[src/rtl/imem_loader_pkg.sv]
// Shared types and constants for the instruction-memory boot loader.
// Optional checksum feature: IMEM_LOADER_CHECKSUM_EN.
package imem_loader_pkg;

  localparam int INSTR_W = 32;
  localparam int IMEM_DEPTH_DEFAULT = 32;

  typedef enum logic [2:0] {
    S_IDLE,
    S_LOAD,
    S_CHECK,
    S_DONE,
    S_RUN,
    S_ERROR
  } loader_state_t;

endpackage

[src/rtl/imem_loader_checksum.sv]
// Running modulo-2^32 sum of loaded words with clear, add and compare.
// Only instantiated when IMEM_LOADER_CHECKSUM_EN is defined.
module imem_checksum
  import imem_loader_pkg::*;
(
  input  logic               clk,
  input  logic               reset,
  input  logic               clr,
  input  logic               add,
  input  logic [INSTR_W-1:0] add_data,
  input  logic [INSTR_W-1:0] cmp_data,
  output logic               match
);

  logic [INSTR_W-1:0] sum_q;
  logic [INSTR_W-1:0] sum_d;

  always_comb begin
    sum_d = sum_q;
    if (clr) begin
      sum_d = '0;
    end else if (add) begin
      sum_d = sum_q + add_data;
    end
  end

  always_ff @(posedge clk) begin
    if (reset) begin
      sum_q <= '0;
    end else begin
      sum_q <= sum_d;
    end
  end

  assign match = (sum_q == cmp_data);

endmodule

[src/rtl/imem_loader.sv]
// Boot loader: streams words into imem, then releases the core.
// Define IMEM_LOADER_CHECKSUM_EN for a trailing checksum beat.
module imem_loader
  import imem_loader_pkg::*;
#(
  parameter int DEPTH  = IMEM_DEPTH_DEFAULT,
  parameter int ADDR_W = $clog2(DEPTH)
) (
  input  logic               clk,
  input  logic               reset,
  input  logic               start,
  input  logic               word_valid,
  input  logic [INSTR_W-1:0] word_data,
  input  logic               word_last,
  output logic               word_ready,
  output logic               mem_we,
  output logic [ADDR_W-1:0]  mem_waddr,
  output logic [INSTR_W-1:0] mem_wdata,
  output logic               core_run,
  output logic [ADDR_W:0]    load_count,
  output logic               busy,
  output logic               overflow_err,
  output logic               checksum_err
);

  localparam logic [ADDR_W-1:0] LAST_ADDR = ADDR_W'(DEPTH - 1);
  localparam logic [ADDR_W:0]   MAX_CNT   = (ADDR_W+1)'(DEPTH);

  loader_state_t      state_q, state_d;
  logic [ADDR_W-1:0]  addr_q, addr_d;
  logic [ADDR_W:0]    cnt_q, cnt_d;
  logic               we_q, we_d;
  logic [ADDR_W-1:0]  waddr_q, waddr_d;
  logic [INSTR_W-1:0] wdata_q, wdata_d;
  logic               ready_q, ready_d;
  logic               run_q, run_d;
  logic               busy_q, busy_d;
  logic               ovf_q, ovf_d;
  logic               cks_q, cks_d;
  logic               accept;
  logic               cks_clr;
  logic               cks_add;

`ifdef IMEM_LOADER_CHECKSUM_EN
  logic cks_match;

  imem_checksum u_checksum (
    .clk      (clk),
    .reset    (reset),
    .clr      (cks_clr),
    .add      (cks_add),
    .add_data (word_data),
    .cmp_data (word_data),
    .match    (cks_match)
  );
`else
  logic unused_cks;
  assign unused_cks = cks_clr | cks_add;
`endif

  assign accept = word_valid && ready_q;

  always_comb begin
    state_d = state_q;
    addr_d  = addr_q;
    cnt_d   = cnt_q;
    we_d    = 1'b0;
    waddr_d = waddr_q;
    wdata_d = wdata_q;
    ovf_d   = ovf_q;
    cks_d   = cks_q;
    cks_clr = 1'b0;
    cks_add = 1'b0;

    unique case (state_q)
      S_IDLE, S_RUN, S_ERROR: begin
        if (start) begin
          state_d = S_LOAD;
          addr_d  = '0;
          cnt_d   = '0;
          ovf_d   = 1'b0;
          cks_d   = 1'b0;
          cks_clr = 1'b1;
        end
      end
      S_LOAD: begin
        if (accept) begin
          we_d    = 1'b1;
          waddr_d = addr_q;
          wdata_d = word_data;
          cks_add = 1'b1;
          // Hold the address at the top so it never wraps.
          if (addr_q != LAST_ADDR) addr_d = addr_q + 1'b1;
          if (cnt_q != MAX_CNT) cnt_d = cnt_q + 1'b1;
          if (word_last) begin
`ifdef IMEM_LOADER_CHECKSUM_EN
            state_d = S_CHECK;
`else
            state_d = S_DONE;
`endif
          end else if (addr_q == LAST_ADDR) begin
            state_d = S_ERROR;
            ovf_d   = 1'b1;
          end
        end
      end
      S_CHECK: begin
`ifdef IMEM_LOADER_CHECKSUM_EN
        if (accept) begin
          if (cks_match) begin
            state_d = S_DONE;
          end else begin
            state_d = S_ERROR;
            cks_d   = 1'b1;
          end
        end
`else
        state_d = S_IDLE;
`endif
      end
      S_DONE: state_d = S_RUN;
      default: state_d = S_IDLE;
    endcase

    ready_d = (state_d == S_LOAD) || (state_d == S_CHECK);
    run_d   = (state_d == S_RUN);
    busy_d  = (state_d == S_LOAD) || (state_d == S_CHECK) ||
              (state_d == S_DONE);
  end

  always_ff @(posedge clk) begin
    if (reset) begin
      state_q <= S_IDLE;
      addr_q  <= '0;
      cnt_q   <= '0;
      we_q    <= 1'b0;
      waddr_q <= '0;
      wdata_q <= '0;
      ready_q <= 1'b0;
      run_q   <= 1'b0;
      busy_q  <= 1'b0;
      ovf_q   <= 1'b0;
      cks_q   <= 1'b0;
    end else begin
      state_q <= state_d;
      addr_q  <= addr_d;
      cnt_q   <= cnt_d;
      we_q    <= we_d;
      waddr_q <= waddr_d;
      wdata_q <= wdata_d;
      ready_q <= ready_d;
      run_q   <= run_d;
      busy_q  <= busy_d;
      ovf_q   <= ovf_d;
      cks_q   <= cks_d;
    end
  end

  assign word_ready   = ready_q;
  assign mem_we       = we_q;
  assign mem_waddr    = waddr_q;
  assign mem_wdata    = wdata_q;
  assign core_run     = run_q;
  assign load_count   = cnt_q;
  assign busy         = busy_q;
  assign overflow_err = ovf_q;
  assign checksum_err = cks_q;

endmodule

[config.mk]
export PLATFORM = sky130hd
export DESIGN_NAME = imem_loader
export DESIGN_NICKNAME = d
export VERILOG_FILES = /design/src/rtl/imem_loader_pkg.sv /design/src/rtl/imem_loader_checksum.sv /design/src/rtl/imem_loader.sv
export SDC_FILE = /design/constraint.sdc
export NUM_CORES = 1
export LEC_CHECK = 0
export ABC_AREA = 1
export CAP_MARGIN = 10
export CORE_MARGIN = 2
export CORE_UTILIZATION = 41
export CTS_BUF_LIST = sky130_fd_sc_hd__clkbuf_8
export DETAILED_ROUTE_END_ITERATION = 10
export HOLD_SLACK_MARGIN = 0.12
export PLACE_DENSITY = 0.74
export SYNTH_ARGS = -nofsm -noshare
export SYNTH_HDL_FRONTEND = slang
export SYNTH_SLANG_ARGS = --single-unit
[constraint.sdc]
create_clock -name clk -period 1.3 [get_ports clk]
set_clock_uncertainty 0.05 [all_clocks]
set_input_delay 0.26 -clock clk [delete_from_list [all_inputs] [get_ports clk]]
set_output_delay 0.26 -clock clk [all_outputs]
set_load 0.02 [all_outputs]
======== Word-level counts from Yosys, hierarchy flattened ========
Index checks and enable logic that the tools add are counted.
W data, S select, Z words.
word-level totals
  register bits ........................... 56
  input port bits ......................... 37
  output and inout bits ................... 49
operators by class
  add/subtract/negate cells ............... 2
  eq/ne operators ......................... 17
  muxes and demuxes ....................... 19
  bitwise operators ....................... 1
  reduce and logical (&&, ||, !) cells .... 11
operator list
  operator               number
  $mux W6                3
  $mux W5                3
  $mux W3                4
  $ne A2 B2 Y1 const B   6
  $pmux W6 S2            1
  $pmux W5 S2            1
  $eq A3 B2 Y1 const B   3
  $eq A3 B3 Y1 const B   3
  $pmux W3 S3            1
  $reduce_and A4 Y1      2
  $add A6 B1 Y6 const B  1
  $eq A3 B1 Y1 const B   2
  $ne A6 B6 Y1 const B   1
  $add A5 B1 Y5 const B  1
  $eq A5 B5 Y1 const B   1
  $mux W1                5
  $ne A5 B5 Y1 const B   1
  $reduce_and A5 Y1      1
  $logic_not A3 Y1       1
  $reduce_or A3 Y1       1
  $logic_or A1 B1 Y1     2
  $pmux W1 S2            1
  $reduce_and A2 Y1      1
  $reduce_bool A2 Y1     1
  3 further kinds        3

======== Depth between registers and ports, before layout ========
Gate-level depths: netlist (run 1).
  word-level depth ........................ 8
  gate-level depth with buffers ........... 10

======== Worst setup path after synthesis (run 1) ========
No wires, ideal clock.
  kind .................................... register to register
  start point ............................. register cnt_q[0] (netlist: load_count[0])
  end point ............................... register cnt_q[1] (netlist: load_count[1])
  setup time .............................. 0.113 ns
  arrival ................................. 1.285 ns
  data required time ...................... 1.137 ns
  path slack .............................. -0.148 ns
  stages on the path, launching flop included .. 11
  buffers on the path ..................... 0
  cell sequence ........................... dfxtp_1 -> inv_1 -> ha_1 -> nand3_1 -> nor2_1 -> nand2_1 -> nand2_4 -> inv_2 -> nand2_1 -> nand2_1 -> nor2_1
on the way
  cells in the longest elaborated chain, start to end .. 4
  elaborated cells on any way between the ends .. 7
  classes of those cells .................. 1 x add/sub; 2 x eq/ne; 3 x mux; 1 x reduce/logical
RTL lines
  element                   RTL line            source
  start: declaration        imem_loader.sv:31   logic [ADDR_W:0] cnt_q, cnt_d;
  start signal: assignment  imem_loader.sv:147  cnt_q <= cnt_d;
  $add A6 B1 Y6             imem_loader.sv:94   if (cnt_q != MAX_CNT) cnt_d = cnt_q + 1'b1;
  $mux W6                   imem_loader.sv:94
  $mux W6                   imem_loader.sv:87   if (accept) begin
  $pmux W6 S2               imem_loader.sv:75   unique case (state_q)
Parallel ways exist; a longest one is shown, timed or not. The select of a mux whose other input is x is not followed.
A chain may end at the register's enable or synchronous reset.

======== Worst setup path in the final report (run 1) ========
  start point ............................. register state_q[2]
  end point ............................... register ready_q (netlist: word_ready)
on the way
  cells in the longest elaborated chain, start to end .. 6
  elaborated cells on any way between the ends .. 14
  classes of those cells .................. 6 x eq/ne; 5 x mux; 3 x reduce/logical
RTL lines
  element                                              RTL line            source
  start: declaration                                   imem_loader.sv:29   loader_state_t state_q, state_d;
  start signal: assignment                             imem_loader.sv:145  state_q <= state_d;
  $mux W3                                              imem_loader.sv:101  end else if (addr_q == LAST_ADDR) begin
  $mux W3                                              imem_loader.sv:95   if (word_last) begin
  $mux W3                                              imem_loader.sv:87
  $pmux W3 S3 *                                        imem_loader.sv:75
  $eq A3 B1 Y1 / $eq A3 B2 Y1 (equally long branches)  imem_loader.sv:125  ready_d = (state_d == S_LOAD) || (state_d == S_CHECK);
  $logic_or A1 B1 Y1 *                                 imem_loader.sv:125
  end signal: assignment                               imem_loader.sv:151  ready_q <= ready_d;
  end: declaration                                     imem_loader.sv:35   logic ready_q, ready_d;
Every way passes the cells marked *; elsewhere a longest branch is shown, timed or not.

==> flow_summary.ini, run 1 <==
[cts]
htreeDepth = 2
path_clk_slew_ns = 0.10
clk_latency_ns = 0.30
cts-root-buf = clkbuf_8
cts.hold.buffers_added = 0
cts_max_path_buffers = 2
cts_made_buffers = 5
cts_num_sinks = 56
cts_tree = built

[drt]
postRouteAntennaNets = 0
first_iter_violations = 59
wl_um = 6344
wl_per_cell_um = 12.89
post-route-drc-count = 0
vias_per_cell = 4.825
dr_total_vias = 2374
first_pass_iters = 4

[synth]
syn_nets = 342
ys_seq_area_frac = 0.4880
ys_ff_latch = 56
yosysUniqueCellTypes = 24
syn-mean-instance-area_sq_um = 7.632
synth_warnings = 0
netlist_instances = 301
syn_area_sq_um = 2297

[setup_path]
cp_max_fo = 5
crit_arrival_ns = 1.50
timing.rr.end = word_ready
crit_type = flip-flop to flip-flop
required_ns = 1.45
rr_startpoint = state_q[2]
r2r_setup_slack_ns = -0.05
rr_worst_depth = 8
endpoint_kind = flip-flop
setup.worst_path.start_class = flip-flop

[floorplan]
core_sq_um = 5473
die_y_um = 78.85
fp-row-count = 27
die-area_sq_um = 6217
start_util = 0.4198
io_pins = 86
die_x_um = 78.85

[worst_hold_path]
min_from = word_valid
min_to = mem_waddr[0]
holdPathStages = 4
hp-class = input port to flip-flop

[final_layout]
final_layout_size_suffix_gt1_frac = 0.3357
final_common_cell = nor2_1
fillCellCount = 442
layout_common_cells = nor2_1 (88), dfxtp_1 (48), clkdlybuf4s50_1 (35)
finalNonFillerCells = 492
area_growth_pct = 59.75
design_area_sq_um = 3670
fin_util = 0.6706
nets = 460
diodes = 0

[global_routing]
grt_pass1_wl_um = 9715
gr-total-overflow = 0
first_global_vias = 2185
grt_start_max_net_pins = 32
antenna_found_initial = 0
grt_use_total = 0.1931

[timing]
worst_slack_ns = -0.04761
rsz0062_at_grt = yes
drv_slew = 0
finalSetupViolCount = 16
period_minus_slack_ns = 1.348
finalCritPeriodShare = 1.037
fmax_ghz = 0.7421
hold_violations = 0
setup_tns_ns = -0.3223

[placement]
gp_congestion = 0.8666
place_area_sq_um = 3396
dpl.cell_count = 473
post-dp-hpwl_um = 4328
portBuffers = 84

[pwr]
peakVddDrop_uv = 675.4
p_leak_nw = 1.577
p_per_area_nw_per_um2 = 943.7

[status]
violations = setup timing
status = finished with violations

[job]
max-cap-violations = 0
-- registers in the layout (all words and copies together), names as in the netlist --
name,flops
addr_q,5
state_q,3
overflow_err,1
busy,1
word_ready,1
mem_waddr,5
core_run,1
load_count,6
mem_we,1
mem_wdata,32
-- report_power, final --
group	switching, mW	internal, mW	total (mW)
Clock	0.537	0.428	0.965
Sequential	0.0478	1.78	1.83
Combinational	0.341	0.329	0.670
-- kinds of logic after synthesis --
kind of cell | Yosys count | synth area share
other cells | 1 | 0.001632
xor+xnor | 4 | 0.01525
flops | 56 | 0.4880
compound gates | 51 | 0.1117
simple gates | 154 | 0.2887
buf+inv | 31 | 0.07298
fa+ha+maj | 4 | 0.02179
-- per-layer routing --
layer  track usage  up-vias  share of wire
li1              -     1184              -
met1        0.2348     1109           0.43
met2        0.3504       72           0.50
met3       0.04545        9          0.058
met4       0.03621        0          0.011
met5             0        -              0
-- worst max path at each step --
stage / start / endpoint / slack, ns / cells past startpoint
floorplan: addr_q[0] / addr_q[0] / -0.02 / 9
global placement: word_valid / load_count[3] / -0.29 / 9
detailed placement: word_valid / load_count[1] / -0.32 / 10
CTS: addr_q[1] / addr_q[0] / -0.13 / 9
global route: state_q[2] / mem_wdata[30] / -0.12 / 7
finish: state_q[2] / word_ready / -0.05 / 8
-- synthesized netlist by cell type, drive strengths merged --
master | number | area [sq um]
xnor2 | 1 | 8.760
nor3 | 2 | 10.01
inv | 16 | 60.06
a31oi | 1 | 6.260
clkbuf | 6 | 22.52
nor2 | 102 | 405.4
conb | 1 | 3.750
xor2 | 3 | 26.28
nand3 | 13 | 65.06
a21oi | 10 | 50.05
nand2 | 36 | 175.2
dfxtp | 56 | 1121
clkinv | 1 | 5.000
o21ai | 40 | 200.2
buf | 8 | 80.07
ha | 4 | 50.05
nor3b | 1 | 7.510
-- cell type report --
class | count | area [sq um] | area share
Multi-Input combinational cell | 214 | 1205 | 0.3283
Sequential cell | 56 | 1141 | 0.3109
Timing Repair Buffer | 125 | 1065 | 0.2901
Tap cell | 72 | 90.09 | 0.02455
Clock buffer | 6 | 82.58 | 0.02250
Inverter | 17 | 76.32 | 0.02080
Clock inverter | 2 | 10.01 | 0.002728
-- worst max-delay path, cell delays in order, from the launching register on --
cell and delay [ns]:
dfxtp_4 0.37, inv_2 0.07, nand2_2 0.08, nor2_4 0.13
nand2_4 0.12, buf_4 0.16, buf_4 0.14, nor2_2 0.07
nor3_1 0.05
-- per-stage QoR --
stage                     setup slack [ns]  hold slack (ns)  power, mW
after floorplan                   -0.02098           0.2939      2.161
final                             -0.04761           0.2876      3.463
after CTS                          -0.1330           0.4388      3.439
after global placement             -0.2912           0.4135      2.474
after global routing               -0.1155           0.3314      3.620
after detailed placement           -0.3209           0.4169      2.484
-- timing repair --
action | in CTS | in global routing
endpoints found under the hold margin | 0 | 0
resized for setup | 83 | 122
setup buffers | 6 | 4
pin swaps | 16 | 22
setup endpoints to repair | 98 | 97
gates cloned | 0 | 1
No activity file was read; power rests on OpenSTA's default activity.
==> run 2, diff against run 1 <==
CORE_UTILIZATION = 42   (was 41)
PLACE_DENSITY = 0.73   (was 0.74)
clock period = 1.7 ns   (was 1.3 ns; I/O delays follow)
==> run 2 against run 1 <==
The flow now finishes without violations. Die area decreased by 2.3%. Non-clock buffer count is 32 lower. Worst setup slack improved by 0.088 ns. Cell count down 6.9%. Flip-flop and latch count stayed put. First-iteration DRC count is 86% higher. Sequential power down 23%. Via count shrank 9.4%. Sequential share of layout area up 2.3 points. Utilization is 2.5 points lower. Register-to-register slack better by 0.16 ns. Count of clock-buffer cells in the layout is the same. Critical path type is now flip-flop to output port. Largest power group unchanged.
==> flow_summary.ini, run 2 (same netlist as run 1, synthesis figures left out) <==
[status]
status = finished clean

[pwr]
combPwrFrac = 0.165
p_clk_frac = 0.292
p_leak_nw = 1.576
switching_share = 0.2580
peakVddDrop_uv = 404.8
pwr-share-seq = 0.543
total_power_mw = 2.573
p_per_area_nw_per_um2 = 765.6
p_switching_mw = 0.6637
p_int_mw = 1.909

[final_layout]
final_common_cell = nor2_1
nets = 428
finalNonFillerCells = 458
diodes = 0
design_area_sq_um = 3361
area_growth_pct = 46.30
largest_reg_flops = 32
final_layout_size_suffix_gt1_frac = 0.07990
layout_common_cells = nor2_1 (99), clkdlybuf4s50_1 (64), dfxtp_1 (55)
fin_util = 0.6457

[global_routing]
antenna_found_initial = 0
grt_start_max_net_pins = 39
met1_usage = 0.2263
gr-total-overflow = 0
grtUsageMet2 = 0.2974
busiest_layer = met2
first_global_vias = 2025
grt_pass1_wl_um = 8838
grt_use_total = 0.1775
gr-usage-met3 = 0.04651

[timing]
rsz0062_at_grt = no
period_minus_slack_ns = 1.659
finalCritPeriodShare = 0.9761
finalSetupViolCount = 0
hold_violations = 0
fmax_ghz = 0.6026
drv_slew = 0
fin_hold_ws_ns = 0.4330

[setup_path]
crit_arrival_ns = 1.27
endpoint_kind = output port
crit_family = buffers and inverters
cp_num_buf_inv = 1
slowest_stage = clkdlybuf4s50_1
cp_max_fo = 2
r2r_setup_slack_ns = 0.11
cpPeakStageDelay_ns = 0.60
crit_type = flip-flop to output port
path_cells = clkdlybuf4s50_1
cp-startpoint = mem_wdata[17]
setup.worst_path.start_class = flip-flop
required_ns = 1.31
rr_startpoint = addr_q[1]

[cts]
cts_setup_buffers = 0
cts_max_path_buffers = 2
cts-root-buf = clkbuf_8
cts_num_sinks = 56
clk_latency_ns = 0.31
cts.hold.buffers_added = 0
path_clk_slew_ns = 0.10
cts_made_buffers = 5
htreeDepth = 2
cts_tree = built
post_cts_resized = 4

[floorplan]
die_x_um = 77.96
core_sq_um = 5205
io_pins = 86
start_util = 0.4413
die_y_um = 77.96
fp-row-count = 26
die-area_sq_um = 6077

[drt]
dr_total_vias = 2150
first_pass_iters = 4
wl_per_cell_um = 11.52
post-route-drc-count = 0
vias_per_cell = 4.694
postRouteAntennaNets = 0
first_iter_violations = 110
wl_um = 5274

[job]
max-cap-violations = 0

[placement]
dpl.cell_count = 450
place_area_sq_um = 3228
post-dp-hpwl_um = 3722
gp_congestion = 0.8450
portBuffers = 84

[worst_hold_path]
min_from = mem_wdata[24]
hp-class = flip-flop to flip-flop
==> run 2: stage by stage <==
stage	setup WS (ns)	TNS (ns)
2_1_floorplan	0.2520	0
3_3_place_gp	0.02713	0
3_5_place_dp	-0.002574	-0.006241
4_1_cts	0.01722	0
5_1_grt	0.00006339	0
6_report	0.04055	0
==> run 2: routing by layer <==
layer,vias up,wire (um)
met5,-,0
met4,0,75
met3,9,296
met2,59,2386
met1,955,2516
li1,1127,-
==> run 2: cell type report <==
class	count	area, sq um
tap	70	87.58
timing repair buffer	93	980.9
clock inverter	2	13.76
sequential	56	1122
inverter	17	65.06
fill	464	1844
clock buffer	6	82.58
multi-input combinational	214	1008
==> run 2: tightest hold or removal path, cell delays in order, from the launching register on <==
cell	delay, ns
dfxtp_1	0.33
nor2_1	0.04
nor2_1	0.08
==> run 2: power groups by stage <==
stage | registers, mW | logic (mW) | clock network [mW]
finish | 1.40 | 0.425 | 0.751
global placement | 1.43 | 0.428 | 0
detailed placement | 1.43 | 0.431 | 0
global route | 1.40 | 0.465 | 0.835
floorplan | 1.47 | 0.173 | 0
CTS | 1.40 | 0.431 | 0.778
==> run 2: worst paths after layout <==
path	end	cells after the start
min reg2reg	mem_wdata[24]	2
max	mem_wdata[17]	1
min	mem_wdata[24]	2
max reg2reg	addr_q[0]	9
==> run 3, diff against run 2 <==
ABC_AREA = unset   (was 1)
GPL_ROUTABILITY_DRIVEN = 0   (was unset)
PLACE_DENSITY = 0.74   (was 0.73)
clock period = 1.75 ns   (was 1.7 ns; I/O delays follow)
==> run 3 against run 2 <==
The flow now finishes with violations (setup timing). Combinational power is 32% lower. Via count up 0.37%. Clock power grew 9.7%. Cell area is 0.41% lower. Synthesized area shrank 5.2%. Critical path type is now flip-flop to flip-flop. Largest power group unchanged.
==> flow_summary.ini, run 3 <==
[status]
status = finished with violations
violations = setup timing

[floorplan]
die_x_um = 76.02
core_sq_um = 5042
die-area_sq_um = 5778
die_y_um = 76.02
start_util = 0.4320
fp-row-count = 26
io_pins = 86

[cts]
cts_made_buffers = 5
cts-root-buf = clkbuf_8
htreeDepth = 2
cts.hold.buffers_added = 0
cts_num_sinks = 56
cts_tree = built
clk_latency_ns = 0.31
path_clk_slew_ns = 0.09
cts_max_path_buffers = 2

[synth]
synth_edf_count = 0
syn_nets = 308
synth_most_common_cell = nand2_1
synthTopCellsByArea = dfxtp_1 (51%), nand2_1 (14%), a21oi_1 (11%)
async_flop_share = 0
syn-mean-instance-area_sq_um = 8.159
synth_flop_cell = dfxtp_1
synth_top_area_frac = 0.5146
synth_area_leader_cell = dfxtp_1
synth_warnings = 0
syn_area_sq_um = 2178
synthTopCellsByCount = nand2_1 (83), dfxtp_1 (56), a21oi_1 (48)
yosysUniqueCellTypes = 33
netlist_instances = 267
ys_seq_area_frac = 0.5146
ys_ff_latch = 56

[timing]
fin_hold_ws_ns = 0.3437
rsz0062_at_grt = yes
fmax_ghz = 0.5682
worst_slack_ns = -0.009991
period_minus_slack_ns = 1.760
drv_slew = 0
finalCritPeriodShare = 1.006
finalSetupViolCount = 1
hold_violations = 0

[setup_path]
rr_worst_depth = 8
required_ns = 1.95
timing.rr.end = addr_q[2]
endpoint_kind = flip-flop
cp_max_fo = 3
setup.worst_path.start_class = flip-flop
rr_startpoint = addr_q[0]
r2r_setup_slack_ns = -0.01
crit_arrival_ns = 1.96
crit_type = flip-flop to flip-flop

[pwr]
combPwrFrac = 0.120
peakVddDrop_uv = 514.1
switching_share = 0.2273
p_leak_nw = 1.212
p_int_mw = 1.877
pwr-share-seq = 0.541
p_per_area_nw_per_um2 = 725.8
p_switching_mw = 0.5522
p_clk_frac = 0.339

[global_routing]
grt_start_max_net_pins = 30
grt_pass1_wl_um = 9321
antenna_found_initial = 0
first_global_vias = 1982
grt_use_total = 0.1919
gr-total-overflow = 0

[worst_hold_path]
holdPathStages = 2
min_to = mem_wdata[0]
min_from = reset
hp-class = input port to flip-flop

[drt]
wl_per_cell_um = 12.44
first_pass_iters = 4
postRouteAntennaNets = 0
post-route-drc-count = 0
wl_um = 5387
vias_per_cell = 4.984
first_iter_violations = 73
dr_total_vias = 2158

[final_layout]
nets = 403
fin_util = 0.6638
final_common_cell = nand2_1
largest_reg_flops = 32
area_growth_pct = 53.65
diodes = 0
final_layout_size_suffix_gt1_frac = 0.1102
layout_common_cells = nand2_1 (82), clkdlybuf4s50_1 (77), dfxtp_1 (54)

[job]
max-cap-violations = 0

[placement]
portBuffers = 84
dpl_worst_slack_ns = -0.1814
post-dp-hpwl_um = 3797
## run 3: cell count changes after synthesis, moves of 5 or more
cell	previous run	this run
nor2_1	99	5
o21ai_1	20	0
or4_1	0	5
nand3_1	13	3
nor3_1	2	7
inv_1	13	6
a21oi_1	10	48
buf_6	6	1
nand2_4	5	0
o31ai_1	0	5
o21ai_0	20	3
nand2_1	30	83
## run 3: how the worst max path moves through the flow
stage | end | cells after the start | slack [ns] | startpoint
detailed placement | load_count[4] | 5 | -0.18 | word_valid
CTS | addr_q[3] | 7 | -0.05 | addr_q[1]
finish | addr_q[2] | 8 | -0.01 | addr_q[0]
global route | addr_q[2] | 8 | -0.06 | addr_q[0]
global placement | load_count[4] | 5 | -0.15 | word_valid
floorplan | addr_q[3] | 7 | 0.009 | addr_q[0]
## run 3: layout make-up
class / instances / area, sq um
clock buffer: 5 / 68.82
clock inverter: 3 / 38.79
fill: 425 / 1695
inverter: 6 / 22.52
multi-input combinational: 189 / 998.5
sequential: 56 / 1124
tap: 70 / 87.58
timing repair buffer: 104 / 1007
## run 3: cells by family (layout without fill, tap and decap cells)
family,Yosys count,after routing,share of synthesized area
adders and majority gates,4,4,0.02298
DFF,56,56,0.5146
AOI/OAI and AO/OA,63,63,0.1608
and+or+nand+nor,118,118,0.2384
other,1,1,0.001721
muxes,3,3,0.01379
buffers and inverters,22,118,0.04767
## run 3: through the flow
stage / area, sq um / std cells / power (mW) / setup TNS (ns)
after floorplan: 2181 / 267 / 1.467 / 0
after global placement: 3183 / 423 / 1.630 / -2.464
after detailed placement: 3183 / 423 / 1.632 / -4.226
after CTS: 3329 / 433 / 2.456 / -0.05454
after global routing: 3347 / 433 / 2.553 / -0.09306
final: 3347 / 433 / 2.429 / -0.009991
## run 3: per-layer routing
layer / vias to the layer above / track usage / wire (um)
met3: 7 / 0.04858 / 337
met2: 67 / 0.3196 / 2549
met1: 999 / 0.2519 / 2429
met5: - / 0 / 0
met4: 0 / 0.04545 / 70
li1: 1085 / - / -
## run 3: what timing repair did
item                       4_1_cts  5_1_grt
buffers inserted                 2        0
setup endpoints to repair        7        9
gates resized for setup         11        5
pin swaps                        4        3
## run 3: power by group through the flow
stage	registers [mW]	clock network [mW]	logic, mW
global placement	1.34	0	0.286
global route	1.32	0.919	0.315
floorplan	1.37	0	0.0959
CTS	1.32	0.852	0.289
finish	1.31	0.824	0.291
detailed placement	1.34	0	0.288
## run 3: worst max-delay path: stages, from the launching register on
cell	delay, ns
dfxtp_2	0.34
ha_4	0.16
and3_4	0.17
ha_4	0.15
nand3b_1	0.12
buf_4	0.14
nand2_2	0.05
or4_1	0.40
a21oi_1	0.12
